## config.mk

```make
export PLATFORM = sky130hd
export DESIGN_NAME = adder_result_fifo
export DESIGN_NICKNAME = d
export VERILOG_FILES = /design/src/rtl/adder_fifo_pkg.sv /design/src/rtl/fifo_mem.sv /design/src/rtl/adder_result_fifo.sv
export SDC_FILE = /design/constraint.sdc
export NUM_CORES = 1
export LEC_CHECK = 0
export ABC_AREA = 1
export BUFFER_PORTS_ARGS = -buffer_cell sky130_fd_sc_hd__clkbuf_2
export CAP_MARGIN = 20
export CORE_ASPECT_RATIO = 2
export CORE_UTILIZATION = 40
export CTS_BUF_LIST = sky130_fd_sc_hd__clkbuf_8
export DETAILED_ROUTE_END_ITERATION = 8
export GPL_ROUTABILITY_DRIVEN = 0
export PLACE_DENSITY_LB_ADDON = 0.25
export SYNTH_ARGS = -nofsm -noshare
export SYNTH_HDL_FRONTEND = slang
export SYNTH_SLANG_ARGS = --single-unit
```

## constraint.sdc

```tcl
create_clock -name clk -period 3.15 [get_ports clk]
set_input_delay 0.1575 -clock clk [delete_from_list [all_inputs] [get_ports clk]]
set_output_delay 0.1575 -clock clk [all_outputs]
set_load 0.05 [all_outputs]
```

## src/rtl/adder_fifo_pkg.sv

```systemverilog
// rtl/adder_fifo_pkg.sv - shared entry layout and sizing helpers for the adder result FIFO
package adder_fifo_pkg;

    localparam int DEF_WIDTH = 4;
    localparam int ENTRY_W   = DEF_WIDTH + 2;
    localparam int SUM_LSB   = 0;
    localparam int COUT_BIT  = DEF_WIDTH;
    localparam int PAR_BIT   = DEF_WIDTH + 1;

    typedef struct packed {
        logic                 parity;
        logic                 cout;
        logic [DEF_WIDTH-1:0] sum;
    } entry_t;

    function automatic int entry_w(input int width);
        return width + 2;
    endfunction

    function automatic int clog2(input int value);
        int r;
        r = 0;
        for (int i = 0; i < 31; i++) begin
            if ((1 << i) < value) begin
                r = i + 1;
            end
        end
        return r;
    endfunction

endpackage

```

## src/rtl/fifo_mem.sv

```systemverilog
// rtl/fifo_mem.sv - DEPTH x DATA_W register array, synchronous write, combinational read
module fifo_mem #(
    parameter int DATA_W     = 6,
    parameter int DEPTH      = 8,
    parameter int ADDR_WIDTH = 3
) (
    input  logic                  clk_i,
    input  logic                  we_i,
    input  logic [ADDR_WIDTH-1:0] waddr_i,
    input  logic [DATA_W-1:0]     wdata_i,
    input  logic [ADDR_WIDTH-1:0] raddr_i,
    output logic [DATA_W-1:0]     rdata_o
);

    logic [DATA_W-1:0] mem_q [DEPTH];

    // Contents are deliberately not reset; validity is tracked by the pointers.
    always_ff @(posedge clk_i) begin
        if (we_i) begin
            mem_q[waddr_i] <= wdata_i;
        end
    end

    assign rdata_o = mem_q[raddr_i];

endmodule

```

## src/rtl/adder_result_fifo.sv

```systemverilog
// rtl/adder_result_fifo.sv - result FIFO after the adder: pointers, occupancy, flags, registered dout
module adder_result_fifo
    import adder_fifo_pkg::*;
#(
    parameter int WIDTH           = 4,
    parameter int DEPTH           = 8,
    parameter int ADDR_WIDTH      = 3,
    parameter int ALMOST_FULL_LVL = 6
) (
    input  logic                  clk,
    input  logic                  rst,
    input  logic                  wr_en,
    input  logic [WIDTH-1:0]      sum_in,
    input  logic                  cout_in,
    input  logic                  parity_in,
    input  logic                  rd_en,
    output logic [WIDTH+1:0]      dout,
    output logic                  dout_valid,
    output logic [ADDR_WIDTH:0]   count,
    output logic                  empty,
    output logic                  full,
    output logic                  almost_full,
    output logic                  overflow,
    output logic                  underflow
);

    localparam int                EW        = entry_w(WIDTH);
    localparam logic [ADDR_WIDTH:0] DEPTH_CNT = (ADDR_WIDTH + 1)'(DEPTH);
    localparam logic [ADDR_WIDTH:0] AF_CNT    = (ADDR_WIDTH + 1)'(ALMOST_FULL_LVL);

    if (clog2(DEPTH) != ADDR_WIDTH || (1 << ADDR_WIDTH) != DEPTH || DEPTH < 2) begin : g_bad_depth
        $error("adder_result_fifo: DEPTH must be a power of 2, >= 2, and equal 2**ADDR_WIDTH");
    end
    if (ALMOST_FULL_LVL < 1 || ALMOST_FULL_LVL > DEPTH) begin : g_bad_af
        $error("adder_result_fifo: ALMOST_FULL_LVL must be within 1..DEPTH");
    end

    logic [ADDR_WIDTH-1:0] wr_ptr_q, wr_ptr_d;
    logic [ADDR_WIDTH-1:0] rd_ptr_q, rd_ptr_d;
    logic [ADDR_WIDTH:0]   count_q, count_d;
    logic [EW-1:0]         dout_q, dout_d;
    logic                  dout_valid_q, dout_valid_d;
    logic                  overflow_q, overflow_d;
    logic                  underflow_q, underflow_d;
    logic [EW-1:0]         wr_data;
    logic [EW-1:0]         rd_data;
    logic                  wr_acc;
    logic                  rd_acc;

    assign empty       = (count_q == '0);
    assign full        = (count_q == DEPTH_CNT);
    assign almost_full = (count_q >= AF_CNT);

    // Full/empty arbitration falls out of gating each side by its own flag.
    assign wr_acc  = wr_en && !full;
    assign rd_acc  = rd_en && !empty;
    assign wr_data = {parity_in, cout_in, sum_in};

    fifo_mem #(
        .DATA_W     (EW),
        .DEPTH      (DEPTH),
        .ADDR_WIDTH (ADDR_WIDTH)
    ) u_mem (
        .clk_i   (clk),
        .we_i    (wr_acc && !rst),
        .waddr_i (wr_ptr_q),
        .wdata_i (wr_data),
        .raddr_i (rd_ptr_q),
        .rdata_o (rd_data)
    );

    always_comb begin
        wr_ptr_d     = wr_ptr_q;
        rd_ptr_d     = rd_ptr_q;
        count_d      = count_q;
        dout_d       = dout_q;
        dout_valid_d = 1'b0;
        overflow_d   = wr_en && full;
        underflow_d  = rd_en && empty;
        if (wr_acc) begin
            wr_ptr_d = wr_ptr_q + 1'b1;
        end
        if (rd_acc) begin
            rd_ptr_d     = rd_ptr_q + 1'b1;
            dout_d       = rd_data;
            dout_valid_d = 1'b1;
        end
        case ({wr_acc, rd_acc})
            2'b10:   count_d = count_q + 1'b1;
            2'b01:   count_d = count_q - 1'b1;
            default: count_d = count_q;
        endcase
    end

    always_ff @(posedge clk) begin
        if (rst) begin
            wr_ptr_q     <= '0;
            rd_ptr_q     <= '0;
            count_q      <= '0;
            dout_q       <= '0;
            dout_valid_q <= 1'b0;
            overflow_q   <= 1'b0;
            underflow_q  <= 1'b0;
        end else begin
            wr_ptr_q     <= wr_ptr_d;
            rd_ptr_q     <= rd_ptr_d;
            count_q      <= count_d;
            dout_q       <= dout_d;
            dout_valid_q <= dout_valid_d;
            overflow_q   <= overflow_d;
            underflow_q  <= underflow_d;
        end
    end

    assign dout       = dout_q;
    assign dout_valid = dout_valid_q;
    assign count      = count_q;
    assign overflow   = overflow_q;
    assign underflow  = underflow_q;

endmodule

```

==> Implementation_results.wiki <==
{| class="wikitable"
! Metric !! Value
|-
| Outcome || completed
|-
| Final setup viols || 0
|-
| Peak VDD IR || 537 uV
|-
| Final Max Slew Viols || 0
|-
| Minimum period implied by the final worst setup slack || 2.10 ns
|-
| Slew HR || 59.0%
|-
| Syn nets || 278
|-
| Worst setup slack after placement || 1.03 ns
|-
| Utilization of the core after routing || 47.3%
|-
| Number of hold violations in the final report || 0
|-
| Number of antenna violations at the first check in global routing || 0
|-
| Clk Latency, worst-skew pair || 0.34 ns
|-
| Number of max-capacitance violations reported || 0
|-
| Height of the die || 120 um
|-
| Top cell type by total area after synthesis || sky130_fd_sc_hd__edfxtp_1
|-
| Final-layout setup total negative slack || 0 ns
|-
| Top cells by count, synth || 58 x sky130_fd_sc_hd__nor2_1, 48 x sky130_fd_sc_hd__edfxtp_1, 32 x sky130_fd_sc_hd__o21ai_0, 24 x sky130_fd_sc_hd__nand2_1, 19 x sky130_fd_sc_hd__dfxtp_1
|-
| Root Driver || sky130_fd_sc_hd__clkbuf_8
|-
| Via/cell ratio || 5.03
|-
| Req. time, crit path || 3.41 ns
|-
| DRC violations left || 0
|-
| WL final || 5970 um
|-
| Yosys warnings || 0
|-
| CTS Buf Count || 9
|-
| Mean post-synth cell area || 10.6 sq um
|-
| Die boundary width || 61.2 um
|-
| Vias in the first global route || 1945
|-
| Post-cts repair resize count || 0
|-
| Most used flip-flop cell after synthesis || sky130_fd_sc_hd__edfxtp_1
|-
| Fraction of the yosys area taken by sequential cells || 64.9%
|-
| Setup ws final || 1.05 ns
|-
| Wire length of the first global-routing pass || 9520 um
|-
| Total number of placement rows || 42
|-
| CORE AREA || 6670 sq um
|-
| Nature of the critical path startpoint || register
|-
| Reported leakage power || 1.21 nW
|-
| Power density over the cells || 823 nW/um^2
|-
| Ranking of synthesized cells by area || sky130_fd_sc_hd__edfxtp_1 51%, sky130_fd_sc_hd__dfxtp_1 14%, sky130_fd_sc_hd__nor2_1 7.8%, sky130_fd_sc_hd__o21ai_0 5.7%, sky130_fd_sc_hd__nand3_1 3.2%
|-
| Hold-fix buffer count after cts || 0
|-
| Path type of the worst min-delay path || in2reg
|-
| Total number of vias || 1938
|-
| Share of cells above drive strength 1 || 16.8%
|-
| Clock tree sinks || 67
|-
| Number of synthesized flops with an enable pin || 48
|-
| Die Outline Area || 7380 sq um
|-
| Number of inserted diodes || 0
|-
| Total congestion overflow || 0
|-
| Area overhead of the layout relative to synthesis || 12.3%
|-
| Most common cell in the netlist || sky130_fd_sc_hd__nor2_1
|-
| Number of distinct library cells after synthesis || 24
|-
| TritonCTS clock tree || yes
|-
| Clock skew || 0.00959 ns
|-
| Critical path capture point type || register
|-
| Ports || 26
|-
| Synthesized cell area || 2810 sq um
|-
| RSZ-0062 raised after global routing || no
|-
| Post-DP HPWL || 4370 um
|-
| Worst-margin pin slew || 0.612 ns
|-
| Post-CTS Setup Bufs || 0
|-
| Number of nets with antenna violations after routing || 0
|-
| Fraction of synthesis flops using an asynchronous set or reset pin || 0%
|-
| Largest driver fanout on the critical path || 15
|-
| Largest net degree at the start of global routing || 25
|-
| Starting DRT DRC Count || 70
|-
| Maximum frequency from static timing analysis || 0.476 GHz
|-
| Routed WL per cell || 15.5 um
|-
| Clock transition at the registers of the reported paths || 0.06 ns
|-
| Initial core utilization || 42.1%
|-
| Cell count after synthesis || 264
|-
| Overall track demand over capacity in global routing || 18.9%
|-
| H-tree levels || 3
|-
| Router iterations before antenna repair || 4
|-
| Worst path arrival time || 2.37 ns
|-
| Post-route fraction of the period consumed by the critical path || 66.7%
|-
| Proportion of netlist area held by the largest area contributor || 51.3%
|-
| Yosys reg bits || 67
|-
| Maximum clock insertion buffer count || 2
|-
| Buffers added on ports || 25
|-
| Crit Path Class || reg2reg
|-
| Final net count || 306
|}
## sequential cells by signal, indices dropped and copies added, names as in the netlist
register     flops
u_mem.mem_q     48
dout             6
count            4
rd_ptr_q         3
wr_ptr_q         3
dout_valid       1
overflow         1
underflow        1
## path summary, 6_finish.rpt
path,endpoint,depth (start not counted),slack (ns),startpoint
setup / recovery,count[3],10,1.05,count[2]
hold / removal,underflow,3,0.11,rd_en
setup reg to reg,count[3],10,1.05,count[2]
hold reg to reg,dout[2],2,0.46,dout[2]
## where the power goes
part / switching [W] / internal, W
clock network: 0.000296 / 0.000317
logic: 0.000658 / 0.000229
registers: 0.0000734 / 0.00102
total: 0.00103 / 0.00157
## worst max-delay path, stage by stage, from the launching register on
cell                      delay, ns
sky130_fd_sc_hd__dfxtp_1       0.44
sky130_fd_sc_hd__nor2_1        0.12
sky130_fd_sc_hd__a21oi_4       0.40
sky130_fd_sc_hd__ha_1          0.28
sky130_fd_sc_hd__xor2_1        0.27
sky130_fd_sc_hd__nand3_1       0.13
sky130_fd_sc_hd__nand2_2       0.09
sky130_fd_sc_hd__nand3_2       0.06
sky130_fd_sc_hd__nand2_1       0.06
sky130_fd_sc_hd__nand2_1       0.05
sky130_fd_sc_hd__nor2_1        0.12
## cell type report
type / instances / area [sq um]
clock inverter: 5 / 21.3
inverter: 20 / 75.1
multi-input combinational: 167 / 835
timing repair buffer: 27 / 140
fill: 647 / 3520
clock buffer: 11 / 151
tap: 88 / 110
sequential: 67 / 1820
## stage by stage
step / area (sq um) / hold WS (ns) / instances / power, W
finish: 3150 / 0.112 / 385 / 0.00260
global route: 3150 / 0.114 / 385 / 0.00273
CTS: 3150 / 0.0937 / 385 / 0.00263
detailed placement: 2980 / 0.459 / 369 / 0.00202
global placement: 2980 / 0.453 / 369 / 0.00201
floorplan: 2810 / 0.256 / 264 / 0.00181
## cells by family (layout without fill, tap and decap cells)
family	count (synthesis)	count (layout)	synth area share [%]
and+or+nand+nor	109	109	17.1
DFF	67	67	64.9
AOI/OAI and AO/OA	52	52	10.2
buffers and inverters	30	63	5.39
adders and majority gates	4	4	1.78
xor gates and xnor gates	2	2	0.624
## per-layer routing
layer  wire length [um]  vias up  track usage (%)
met5                  0        -                0
met4                337        0             13.9
met3                174       19             4.17
met2               3390       39             32.5
met1               2070      920             18.4
li1                   -      960                -
## layout by cell type (no fill, tap or decap), types with 2 or more instances in the layout
cell                        n
sky130_fd_sc_hd__clkinv_2   2
sky130_fd_sc_hd__nand2_1   24
sky130_fd_sc_hd__a21oi_1   13
sky130_fd_sc_hd__nor3_1     2
sky130_fd_sc_hd__inv_2      3
sky130_fd_sc_hd__nand3_1   18
sky130_fd_sc_hd__nand2_2    2
sky130_fd_sc_hd__inv_1     19
sky130_fd_sc_hd__xor2_1     2
sky130_fd_sc_hd__dfxtp_1   19
sky130_fd_sc_hd__o21ai_0   32
sky130_fd_sc_hd__o211ai_1   6
sky130_fd_sc_hd__clkbuf_8  11
sky130_fd_sc_hd__clkbuf_2  25
sky130_fd_sc_hd__edfxtp_1  48
sky130_fd_sc_hd__nor2_1    58
sky130_fd_sc_hd__buf_4      2
sky130_fd_sc_hd__ha_1       4
Note: power is estimated with default switching activity, not from simulation.
